===== src/rtl/mult_share_pkg.sv =====
// Shared types and widths for the multiplier-sharing arbiter.
// Optional feature macro used by the arbiter: MULT_SHARE_PIPE_EN.
package mult_share_pkg;

  localparam int OPW = 4;
  localparam int PW  = 8;

  typedef enum logic [1:0] {
    ST_IDLE = 2'd0,
    ST_CALC = 2'd1,
    ST_RESP = 2'd2
  } state_e;

endpackage


===== src/rtl/mult4x4_core.sv =====
// Purely combinational unsigned 4x4 -> 8 multiplier, the only arithmetic
// resource shared by all requesters.
module mult4x4_core
  import mult_share_pkg::*;
(
  input  logic [OPW-1:0] a,
  input  logic [OPW-1:0] b,
  output logic [PW-1:0]  p
);

  assign p = PW'(a) * PW'(b);

endmodule


===== src/rtl/mult_share_arbiter.sv =====
// Round-robin arbiter sharing one 4x4 multiplier among NREQ requesters.
// Define MULT_SHARE_PIPE_EN to register operands and add a CALC cycle.
module mult_share_arbiter
  import mult_share_pkg::*;
#(
  parameter int NREQ = 4,
  parameter int IDW  = $clog2(NREQ)
)
(
  input  logic                  clk,
  input  logic                  rst_n,
  input  logic [NREQ-1:0]       req_valid,
  input  logic [OPW*NREQ-1:0]   req_x,
  input  logic [OPW*NREQ-1:0]   req_y,
  output logic [NREQ-1:0]       req_ready,
  output logic                  rsp_valid,
  input  logic                  rsp_ready,
  output logic [IDW-1:0]        rsp_id,
  output logic [PW-1:0]         rsp_z
);

  state_e           state_r;
  state_e           state_nxt_s;
  logic [IDW-1:0]   ptr_r;
  logic [IDW-1:0]   ptr_nxt_s;
  logic [IDW-1:0]   cand_s;
  logic [IDW-1:0]   grant_idx_s;
  logic             found_s;
  logic             accept_s;
  logic [OPW-1:0]   gx_s;
  logic [OPW-1:0]   gy_s;
  logic [OPW-1:0]   ma_s;
  logic [OPW-1:0]   mb_s;
  logic [PW-1:0]    prod_s;
  logic             rsp_valid_r;
  logic [IDW-1:0]   rsp_id_r;
  logic [PW-1:0]    rsp_z_r;

  // Round-robin search: first valid requester at or after ptr, wrapping.
  always_comb begin
    found_s     = 1'b0;
    grant_idx_s = '0;
    cand_s      = '0;
    for (int k = 0; k < NREQ; k++) begin
      cand_s = IDW'((int'(ptr_r) + k) % NREQ);
      if (!found_s && req_valid[cand_s]) begin
        found_s     = 1'b1;
        grant_idx_s = cand_s;
      end else begin
        found_s     = found_s;
      end
    end
  end

  assign ptr_nxt_s = (grant_idx_s == IDW'(NREQ - 1)) ? '0 : grant_idx_s + IDW'(1'b1);
  assign gx_s      = req_x[grant_idx_s*OPW +: OPW];
  assign gy_s      = req_y[grant_idx_s*OPW +: OPW];

`ifdef MULT_SHARE_PIPE_EN
  logic [OPW-1:0] x_r;
  logic [OPW-1:0] y_r;
  assign ma_s = x_r;
  assign mb_s = y_r;
`else
  assign ma_s = gx_s;
  assign mb_s = gy_s;
`endif

  mult4x4_core u_mult (
    .a (ma_s),
    .b (mb_s),
    .p (prod_s)
  );

  // Next-state and grant decode; grants are only issued from IDLE.
  always_comb begin
    state_nxt_s = state_r;
    req_ready   = '0;
    accept_s    = 1'b0;
    case (state_r)
      ST_IDLE: begin
        if (found_s) begin
          accept_s               = 1'b1;
          req_ready[grant_idx_s] = 1'b1;
`ifdef MULT_SHARE_PIPE_EN
          state_nxt_s            = ST_CALC;
`else
          state_nxt_s            = ST_RESP;
`endif
        end else begin
          state_nxt_s = ST_IDLE;
        end
      end
      ST_CALC: state_nxt_s = ST_RESP;
      ST_RESP: begin
        if (rsp_valid_r && rsp_ready) begin
          state_nxt_s = ST_IDLE;
        end else begin
          state_nxt_s = ST_RESP;
        end
      end
      default: state_nxt_s = ST_IDLE;
    endcase
  end

  // State register.
  always_ff @(posedge clk) begin
    if (!rst_n) begin
      state_r <= ST_IDLE;
    end else begin
      state_r <= state_nxt_s;
    end
  end

  // Pointer, operand capture and response registers.
  always_ff @(posedge clk) begin
    if (!rst_n) begin
      ptr_r       <= '0;
      rsp_valid_r <= 1'b0;
      rsp_id_r    <= '0;
      rsp_z_r     <= '0;
`ifdef MULT_SHARE_PIPE_EN
      x_r         <= '0;
      y_r         <= '0;
`endif
    end else begin
      rsp_valid_r <= (state_nxt_s == ST_RESP);
      if (accept_s) begin
        ptr_r    <= ptr_nxt_s;
        rsp_id_r <= grant_idx_s;
`ifdef MULT_SHARE_PIPE_EN
        x_r      <= gx_s;
        y_r      <= gy_s;
`else
        rsp_z_r  <= prod_s;
`endif
      end
`ifdef MULT_SHARE_PIPE_EN
      // Product of the latched operands is captured on leaving CALC.
      if (state_r == ST_CALC) begin
        rsp_z_r <= prod_s;
      end
`endif
    end
  end

  assign rsp_valid = rsp_valid_r;
  assign rsp_id    = rsp_id_r;
  assign rsp_z     = rsp_z_r;

endmodule


===== config.mk =====
export PLATFORM = sky130hd
export DESIGN_NAME = mult_share_arbiter
export DESIGN_NICKNAME = d
export VERILOG_FILES = /design/src/rtl/mult_share_pkg.sv /design/src/rtl/mult4x4_core.sv /design/src/rtl/mult_share_arbiter.sv
export SDC_FILE = /design/constraint.sdc
export NUM_CORES = 1
export LEC_CHECK = 0
export ABC_AREA = 1
export BUFFER_PORTS_ARGS = -buffer_cell sky130_fd_sc_hd__clkbuf_2
export CORE_ASPECT_RATIO = 0.9
export CORE_MARGIN = 1
export CORE_UTILIZATION = 55
export CTS_CLUSTER_SIZE = 12
export DETAILED_ROUTE_END_ITERATION = 8
export PLACE_DENSITY = 0.9
export SYNTH_ARGS = -nofsm -noshare
export SYNTH_HDL_FRONTEND = slang
export SYNTH_SLANG_ARGS = --single-unit

===== constraint.sdc =====
create_clock -name clk -period 9.1 [get_ports clk]
set_input_delay 0.91 -clock clk [delete_from_list [all_inputs] [get_ports clk]]
set_output_delay 0.91 -clock clk [all_outputs]
set_load 0.01 [all_outputs]

==> impl_summary.log <==
INFO  metric via_count = roughly 1600
INFO  metric port_buffer_cells = 53
INFO  metric final.setup_skew = between 0.002 and 0.0025 ns
INFO  metric sequential_cell_area = between 200 and 300 um2
INFO  metric grt_first_pass_wirelength = a little under 6000 um
INFO  metric cts_tree = yes
INFO  metric starting_density_of_the_core = 0.590
INFO  metric htree_levels = 1
INFO  metric worst_hold_path.num_cells = 2
INFO  metric cp-end-kind = flop
INFO  metric count_of_endpoints_failing_hold_in_the_final_timing_report = 0
INFO  metric layout.cells.most_common_list = sky130_fd_sc_hd__nand2_1, sky130_fd_sc_hd__clkbuf_2, sky130_fd_sc_hd__inv_1
INFO  metric die_y = approximately 54 um
INFO  metric ios = 54
INFO  metric timing.max_slew.rel_slack = 0.670
INFO  metric detail_route.iter0.violations = between 80 and 90
INFO  metric final_antenna_net_count = 0
INFO  metric via_per_inst = between 4 and 5
INFO  metric max-cap-violations = 0
INFO  metric clock_pin_slew_on_the_worst_setup_and_hold_paths = 0.07 ns
INFO  metric fmax_achieved = about 0.21 GHz
INFO  metric layout-area-overhead-vs-synth = 16.5%
INFO  metric setup_tns_after_final_layout = 0 ns
INFO  metric timing_worst_setup_path_type = flop to flop
INFO  metric setup.worst_path.start_class = flop
INFO  metric synth_top_cell_by_area = sky130_fd_sc_hd__dfxtp_1
INFO  metric critical_path_required = between 9 and 10 ns
INFO  metric stdcell_count = approximately 340
INFO  metric synth.cell_area = 1660 um2
INFO  metric multiInputGateArea = approximately 1200 um2
INFO  metric dp_hpwl = a little under 3000 um
INFO  metric avgSynthCellArea = between 6 and 7 um2
INFO  metric finalWeightedCongestion = 0.903
INFO  metric setup.reg_to_reg.worst_slack = approximately 4.4 ns
INFO  metric post_synth_inst_count = around 250
INFO  metric rsz0062_at_grt = false
INFO  metric core-area = 2820 um2
INFO  metric synth_fp_nets = a little over 300
INFO  metric fp.dieW = between 50 and 60 um
INFO  metric cts.root.buffer_cell = sky130_fd_sc_hd__clkbuf_4
INFO  metric grt.overflow.total = 0
INFO  metric dp.cells = roughly 330
INFO  metric clock_path_buffers = 2
INFO  metric sequential_to_total_area_share_from_yosys_stat = 0.157
INFO  metric outcome = finished clean
INFO  metric synth_top_cells_by_area = sky130_fd_sc_hd__dfxtp_1, sky130_fd_sc_hd__nand2_1, sky130_fd_sc_hd__ha_1
INFO  metric number_of_nets_in_the_layout = between 300 and 400
INFO  metric worstPathMaxFanout = 12
INFO  metric fillCellCount = 251
INFO  metric detail_route.wl_per_cell = 10.2 um
INFO  metric synth_seq_cells = 13
INFO  metric cts_repair_resize_count = 0
INFO  metric timing.final.setup_violations = 0
INFO  metric die_area = 3250 um2
INFO  metric antenna_cells = 0
INFO  metric detailedRoute.firstPassIterationCount = 4
INFO  metric final_common_cell = sky130_fd_sc_hd__nand2_1
INFO  metric cell_area_after_layout = about 1900 um2
INFO  metric grt_antenna_before_repair = 0
INFO  metric min_path_type = flop to flop
INFO  metric cts.sink_count = 13
INFO  metric top_cell_type_s_share_of_synthesized_area = 0.157
INFO  metric synth.yosys.warnings = 0
INFO  metric cts_inserted_buffers = 3
INFO  metric dpl-instance-area = 1910 um2
INFO  metric vias_in_the_first_global_route = about 1500
INFO  metric share_of_layout_cells_above_drive_strength_1 = 0.348
INFO  metric num_rows = 18
INFO  metric worst-endpoint-arrival = approximately 4.8 ns
INFO  metric grt.total_usage = 0.232
INFO  metric wirelength = approximately 3400 um
INFO  metric holdBufCountCts = 0
INFO  metric min_period = roughly 4.7 ns
INFO  metric clock_insertion_delay_worst_skew = about 0.27 ns
INFO  metric layout_worst_path_cycle_share = 0.517
INFO  metric drt_drc_violations_left = 0
INFO  metric reg2regPathDepth = 21
INFO  metric maxSlewViolCount = 0
INFO  metric ys_types = 30
INFO  metric worst_tran_pin_value = around 0.49 ns
INFO  metric postCtsSetupRepairBufs = 0
INFO  metric pin_count_of_the_biggest_net_entering_global_routing = 21
==> cells by family (layout without fill, tap and decap cells) <==
family / after synthesis / count (layout) / synth area share
buffers and inverters: 44 / 94 / 0.128
DFF: 13 / 13 / 0.157
xor gates and xnor gates: 4 / 4 / 0.0211
AOI/OAI and AO/OA: 27 / 27 / 0.0858
adders and majority gates: 20 / 20 / 0.169
and+or+nand+nor: 138 / 138 / 0.440
==> synthesized netlist by cell type <==
cell,n
sky130_fd_sc_hd__a211oi_1,1
sky130_fd_sc_hd__a21oi_1,12
sky130_fd_sc_hd__a21oi_2,1
sky130_fd_sc_hd__a31oi_1,1
sky130_fd_sc_hd__buf_12,1
sky130_fd_sc_hd__buf_2,2
sky130_fd_sc_hd__buf_6,3
sky130_fd_sc_hd__clkbuf_1,1
sky130_fd_sc_hd__clkinv_2,1
sky130_fd_sc_hd__dfxtp_1,13
sky130_fd_sc_hd__fa_1,4
sky130_fd_sc_hd__ha_1,16
sky130_fd_sc_hd__inv_1,30
sky130_fd_sc_hd__inv_2,5
sky130_fd_sc_hd__inv_6,1
sky130_fd_sc_hd__nand2_1,56
sky130_fd_sc_hd__nand2_2,20
sky130_fd_sc_hd__nand2_4,3
sky130_fd_sc_hd__nand2_8,1
sky130_fd_sc_hd__nand3_1,13
sky130_fd_sc_hd__nand3_2,12
sky130_fd_sc_hd__nand3b_1,4
sky130_fd_sc_hd__nand4_1,2
sky130_fd_sc_hd__nor2_1,24
sky130_fd_sc_hd__nor2_2,2
sky130_fd_sc_hd__nor2_4,1
sky130_fd_sc_hd__o21ai_0,11
sky130_fd_sc_hd__o21ai_1,1
sky130_fd_sc_hd__xnor2_1,1
sky130_fd_sc_hd__xor2_1,3
==> metrics by stage <==
step / hold WS [ns] / worst slack (ns) / util
3_3_place_gp: 0.468 / 4.31 / 0.678
5_1_grt: 0.533 / 3.99 / 0.688
6_report: 0.498 / 4.39 / 0.688
2_1_floorplan: 0.511 / 4.88 / -
4_1_cts: 0.500 / 4.40 / 0.688
3_5_place_dp: 0.483 / 4.18 / 0.678
==> registers in the layout (all words and copies together) (netlist names) <==
signal	flops
ptr_r	2
rsp_id	2
rsp_valid	1
rsp_z	8
==> worst paths after layout <==
path,from,to
setup / recovery,ptr_r[0],rsp_z[6]
hold / removal,rsp_z[1],rsp_z[1]
setup reg to reg,ptr_r[0],rsp_z[6]
hold reg to reg,rsp_z[1],rsp_z[1]
==> layer usage <==
metal	vias to the layer above	GRT usage	routed length, um
met5	-	0	0
met4	0	0.0581	0
met3	0	0.0168	148
met1	720	0.313	1660
met2	48	0.402	1600
li1	878	-	-
==> area by class of cell <==
cell class	count	share of cell area
tap	40	0.0259
clock buffer	4	0.0136
multi-input combinational	189	0.614
sequential	13	0.134
timing repair buffer	53	0.137
inverter	37	0.0750
==> critical path, cell delays in order, from the launching register on <==
cell and delay (ns):
sky130_fd_sc_hd__dfxtp_1 0.62, sky130_fd_sc_hd__inv_2 0.17, sky130_fd_sc_hd__nand2_1 0.13, sky130_fd_sc_hd__nand3_1 0.11
sky130_fd_sc_hd__nand2_2 0.10, sky130_fd_sc_hd__inv_1 0.08, sky130_fd_sc_hd__nand3_2 0.11, sky130_fd_sc_hd__nand3_1 0.07
sky130_fd_sc_hd__nand2_1 0.38, sky130_fd_sc_hd__clkinv_2 0.30, sky130_fd_sc_hd__nand3_1 0.15, sky130_fd_sc_hd__nand2_1 0.10
sky130_fd_sc_hd__inv_1 0.08, sky130_fd_sc_hd__nand3_1 0.08, sky130_fd_sc_hd__fa_1 0.48, sky130_fd_sc_hd__inv_1 0.05
sky130_fd_sc_hd__fa_1 0.56, sky130_fd_sc_hd__inv_1 0.07, sky130_fd_sc_hd__fa_1 0.45, sky130_fd_sc_hd__o21ai_0 0.23
sky130_fd_sc_hd__xor2_1 0.17, sky130_fd_sc_hd__a21oi_1 0.08
Power is not shown: default switching activity piles up to over one toggle a cycle in this logic, so the estimate is an artifact.
